$ cat src/rtl/instr_fetch.sv
// Instruction fetch stage: program counter, loadable instruction memory and
// instruction register feeding the Controller's decode logic.
module instr_fetch #(
  parameter int unsigned PC_W = 7,
  parameter int unsigned IR_W = 16
) (
  input  logic            clock,
  input  logic            reset,
  input  logic            pc_clr,
  input  logic            pc_up,
  input  logic            ld,
  input  logic            prog_we,
  input  logic [PC_W-1:0] prog_addr,
  input  logic [IR_W-1:0] prog_data,
  output logic [IR_W-1:0] instruction,
  output logic [PC_W-1:0] pc_o,
  output logic            ir_valid,
  output logic            wrap
);

  localparam int unsigned DEPTH = 2 ** PC_W;

  logic [IR_W-1:0] mem [DEPTH];
  logic [IR_W-1:0] rd_c;
  logic [PC_W-1:0] pc_nxt_c;
  logic            wrap_nxt_c;

  // Asynchronous memory read at the current PC.
  assign rd_c = mem[pc_o];

  // Program-load port; storage is not reset so a program survives reset.
  // Nonblocking write gives read-before-write against a same-edge ld.
  always_ff @(posedge clock) begin
    if (prog_we) begin
      mem[prog_addr] <= prog_data;
    end
  end

  // Next PC and wrap flag: clear beats increment, increment past the top sets wrap.
  always_comb begin
    pc_nxt_c   = pc_o;
    wrap_nxt_c = wrap;
    if (pc_clr) begin
      pc_nxt_c   = '0;
      wrap_nxt_c = 1'b0;
    end else if (pc_up) begin
      pc_nxt_c = pc_o + PC_W'(1);
      if (&pc_o) begin
        wrap_nxt_c = 1'b1;
      end
    end
  end

  // PC and sticky wrap registers.
  always_ff @(posedge clock or negedge reset) begin
    if (!reset) begin
      pc_o <= '0;
      wrap <= 1'b0;
    end else begin
      pc_o <= pc_nxt_c;
      wrap <= wrap_nxt_c;
    end
  end

  // Instruction register loads the word at the pre-edge PC.
  always_ff @(posedge clock or negedge reset) begin
    if (!reset) begin
      instruction <= '0;
      ir_valid    <= 1'b0;
    end else if (ld) begin
      instruction <= rd_c;
      ir_valid    <= 1'b1;
    end
  end

endmodule

$ cat config.mk
export PLATFORM = sky130hd
export DESIGN_NAME = instr_fetch
export DESIGN_NICKNAME = d
export VERILOG_FILES = /design/src/rtl/instr_fetch.sv
export SDC_FILE = /design/constraint.sdc
export NUM_CORES = 2
export LEC_CHECK = 0
export ABC_CLOCK_PERIOD_IN_PS = 2900
export BUFFER_PORTS_ARGS = -buffer_cell sky130_fd_sc_hd__buf_4
export CORE_MARGIN = 2
export CORE_UTILIZATION = 33
export DETAILED_ROUTE_END_ITERATION = 8
export PLACE_DENSITY = 0.47
export SLEW_MARGIN = 20
export SYNTH_ARGS = -nofsm -noshare
export SYNTH_HDL_FRONTEND = slang
export SYNTH_SLANG_ARGS = --single-unit
$ cat constraint.sdc
create_clock -name clock -period 2.9 [get_ports clock]
set_input_delay 0.29 -clock clock [delete_from_list [all_inputs] [get_ports clock]]
set_output_delay 0.29 -clock clock [all_outputs]
set_load 0.02 [all_outputs]
Yosys cells after proc, flatten, opt, wreduce, memory -nomap -nowiden
Memories as Yosys holds them, arrays and structs flattened. A register that Yosys moved wholly into a read port is not among the register bits.
Index checks and enable logic that the tools add are counted.
W data, S select, Z words.

storage, ports and cells
  memories = 1
  memory bits (writable) = 2048
  register bits = 9

memory list
  name  words  width  read ports  clocked after memory_dff  write ports  line  text
  mem   128    16     1           1                         1            23    logic [IR_W-1:0] mem [DEPTH];

cells by class
  add/sub/neg operators = 1
  reductions and logical operators = 5
  mux-type cells = 7

operators with widths
  cell                   number
  $mux W7                2
  $add A7 B1 Y7 const B  1
  $reduce_and A7 Y1      1
  $mux W1                5
  $reduce_bool A2 Y1     2
  $reduce_and A2 Y1      1
  $logic_not A1 Y1       1

Logic depth before layout (Yosys ltp)
  depth in word-level cells = 4
  depth in mapped cells = 12
  depth with buffers taken out = 6

Worst setup path before layout
No wires, ideal clock.

  kind = reg-to-reg
  from = register pc_o[0]
  to = register instruction[6], read port of mem
  path buffers = 3
  arrival time = 2.299 ns
  period minus slack after synthesis = 2.425 ns
  stages on the path, launching flop included = 10
  data required time = 2.774 ns
  library setup time = 0.126 ns
  slack = 0.475 ns
  path through = dfrtp_1 -> buf_6 -> buf_6 -> buf_2 -> mux4_2 -> mux2i_1 -> nor2_1 -> a2111oi_0 -> a211oi_1 -> o32a_1

RTL lines
  element                 line  text
  from (decl)             16    output logic [PC_W-1:0] pc_o,
  from (signal assigned)  60    pc_o <= pc_nxt_c;
  to (decl)               15    output logic [IR_W-1:0] instruction,

==> summary.txt <==
Run status
  • Run status: complete, but fails checks
  • Failing checks: negative setup slack

Final layout
  • Fin util: 40.1%
  • Nets: 4377
  • Synth-to-Final Area Change: 20.5%
  • Non-filler cells, final: 7711
  • Layout cell share with drive strength beyond 1: 33.0%

Global routing
  • M1 GR Usage: 26.4%
  • M2 GR Usage: 32.0%
  • Grt peak-use layer: met2
  • First-pass GRT wire length: 333000 um
  • Largest net degree at the start of global routing: 129
  • Overall Global Routing Usage: 19.3%
  • Vias in the first global route: 41300
  • Initial antenna violation count: 18
  • Grt ovf: 0
  • Global-route track usage on met3: 2.77%

Power
  • Maximum VDD drop: 0.607 mV
  • P_leak: 29.8 nW
  • PwrDens: 671 nW/um2

Setup path
  • CP startpoint kind: register
  • Slowest-stage cell, CP: o211ai_1
  • CP peak stage delay: 0.75 ns
  • Required time worst endpoint: 3.57 ns
  • Setup crit end kind: register
  • Critical path class: reg2reg
  • Data arrival time of the critical path: 3.62 ns
  • Worst-path maximum fanout: 6
  • Crit-path cells: buf_12, buf_16, buf_12, mux4_2, mux4_2, o211ai_1, a22oi_1

Route
  • Drt pass-1 iters: 5
  • Average via count per standard cell: 5.27
  • Drt initial violations: 4042
  • Drt wl/cell: 31.0 um
  • Drt drc: 0
  • Final ANT Viol Nets: 0
  • Routed wire length: 239000 um
  • Vias: 40700

Placed design
  • Cells after DPL: 7223
  • Final RePlAce weighted congestion: 0.823
  • DP HPWL: 146000 um
  • Port Buffer Count: 53

STA
  • Setup-failing EPs final: 1
  • Max Slew Vio Count: 0
  • Peak Freq: 338 MHz
  • Slew headroom: 34.9%
  • Hold Violations, Final: 0
  • Final min period: 2.96 ns
  • Smallest hold slack: 0.0180 ns
  • Final Cycle Share: 102%
  • Min setup slack post-route: -0.0569 ns
  • Worst clock skew: 0.0487 ns
  • Worst-Margin Slew: 0.976 ns
  • RSZ-0062 raised after global routing: true

Floorplan
  • Row cnt: 180
  • Die width: 497 um
  • # IOs: 54
  • Die ar.: 247000 um2
  • Core footprint: 241000 um2
  • Initial Utilization: 33.3%
  • Die H: 497 um

Clocking
  • Clock transition at path regs: 0.06 ns
  • Depth of the CTS H-tree: 4
  • Num CTS Buffers: 219
  • CTS root buf: clkbuf_16
  • Worst skew pair latency: 0.86 ns
  • CTS tree: built
  • Clock sink count: 2073
  • CTS Buffer Depth: 3

Job
  • Max-Cap Viols: 0

Synthesis
  • Synth area leaders: edfxtp_1, mux4_2, mux2i_1
  • Post-Syn Nets: 3737
  • Synthesis-stage register bit count: 2073
  • Syn_area_per_cell: 21.6 um2
  • Netlist cell types: 61
  • Synth top area share: 76.8%
  • Top_reg_cell synth: edfxtp_1
  • Commonest cells in the netlist: edfxtp_1, mux4_2, mux2i_1
  • Yosys Warn Count: 0
  • Syn Inst Count: 3707
  • Most frequent cell after synthesis: edfxtp_1
  • Largest area contributor in the netlist: edfxtp_1
  • Ys async rst share: 1.21%
  • EDFF count, synth: 2048
  • Sequential cell area fraction in the yosys report: 77.5%
  • Cell area after synthesis: 80100 um2

Worst hold path
  • Hold Crit Class: in2reg
layout make-up:
type,instances,area [um2]
well taps,3185,3990
flip-flops and latches,2073,62100
multi-input cells,1416,17200
diodes,6,15.0
inverters,1,3.75
clock buffers,286,5840
repair buffers,636,6330
fillers,21500,144000
clock inverters,108,1010
through the flow:
stage	power, mW	setup TNS (ns)	setup WS (ns)	area, um2
final	64.8	-0.0569	-0.0569	96600
after global placement	38.2	-2.99	-0.500	88400
after global routing	66.8	-0.224	-0.0854	96600
after detailed placement	38.2	-2.55	-0.452	88400
after CTS	65.4	-0.151	-0.137	96000
after floorplan	36.0	0	0.475	80100
registers in the layout, indices dropped and copies added (netlist names):
register	flops
ir_valid	1
mem	2048
pc_o	7
instruction	16
wrap	1
layout by cell type, fill, tap and decap left out, types with 21 or more instances in the layout:
master | netlist | final
a211oi_1 | 44 | 32
a21oi_1 | 41 | 39
a22oi_1 | 40 | 39
buf_12 | 3 | 96
buf_4 | 30 | 505
clkbuf_1 | 64 | 58
clkbuf_16 | 0 | 222
clkinv_1 | 1 | 50
clkinv_2 | 0 | 27
edfxtp_1 | 2048 | 2048
mux2i_1 | 280 | 275
mux4_2 | 427 | 427
nand2_1 | 54 | 54
nand2b_1 | 21 | 21
nand3_1 | 23 | 23
nor2_1 | 187 | 114
nor2_2 | 0 | 70
o211ai_1 | 28 | 28
o21ai_0 | 26 | 22
o221ai_1 | 39 | 38
o22ai_1 | 36 | 34
critical path: cells and delay by family, from the launching register on:
kind                   cells  cell delay [ns]
flip-flops                 1             0.49
multiplexers               2             0.93
buffers and inverters      3             0.43
AO/OA/AOI/OAI              2             0.90
layer usage:
layer | routed length, um | up-vias
met5 | 26 | -
li1 | - | 16900
met4 | 6820 | 4
met3 | 12200 | 317
met2 | 117000 | 1232
met1 | 103000 | 22200
power breakdown:
group | total [mW] | switching, mW | internal, mW | leakage [nW]
Sequential | 33.2 | 0.131 | 33.1 | 18.7
Combinational | 4.63 | 2.53 | 2.10 | 7.82
Clock | 26.9 | 11.7 | 15.2 | 3.32
Total | 64.8 | 14.4 | 50.4 | 29.8
logic make-up (layout without fill, tap and decap cells):
| group | after synthesis | after routing | share of synthesized area, % |
|---|---|---|---|
| adder cells (fa/ha/maj) | 1 | 1 | 0.0156 |
| multiplexers | 724 | 724 | 15.7 |
| AND/OR/NAND/NOR | 352 | 352 | 1.96 |
| XOR/XNOR | 5 | 5 | 0.0547 |
| flip-flops | 2073 | 2073 | 77.5 |
| other | 0 | 6 | 0 |
| buffers and inverters | 218 | 1031 | 1.64 |
| AO/OA/AOI/OAI | 334 | 334 | 3.07 |
path summary, 6_finish.rpt:
path                       slack (ns)          from              end  cells after the start
hold / removal                   0.02  prog_data[5]       mem[11][5]                      1
hold reg to reg                  0.48      ir_valid         ir_valid                      1
setup reg to reg                -0.06       pc_o[0]  instruction[10]                      7
setup / recovery                -0.06       pc_o[0]  instruction[10]                      7
min in group asynchronous        0.46         reset         ir_valid                      4
max in group asynchronous        2.17         reset          pc_o[1]                      4
timing repair:
| item | in CTS | in global routing |
|---|---|---|
| setup buffers | 19 | 50 |
| resized for setup | 44 | 36 |
| gates cloned | 3 | 1 |
| endpoints found under the hold margin | 257 | 0 |
| setup endpoints to repair | 12 | 14 |
| hold buffers | 15 | 0 |
| pin swaps | 2 | 12 |
Note: power is estimated with default switching activity, not from simulation.
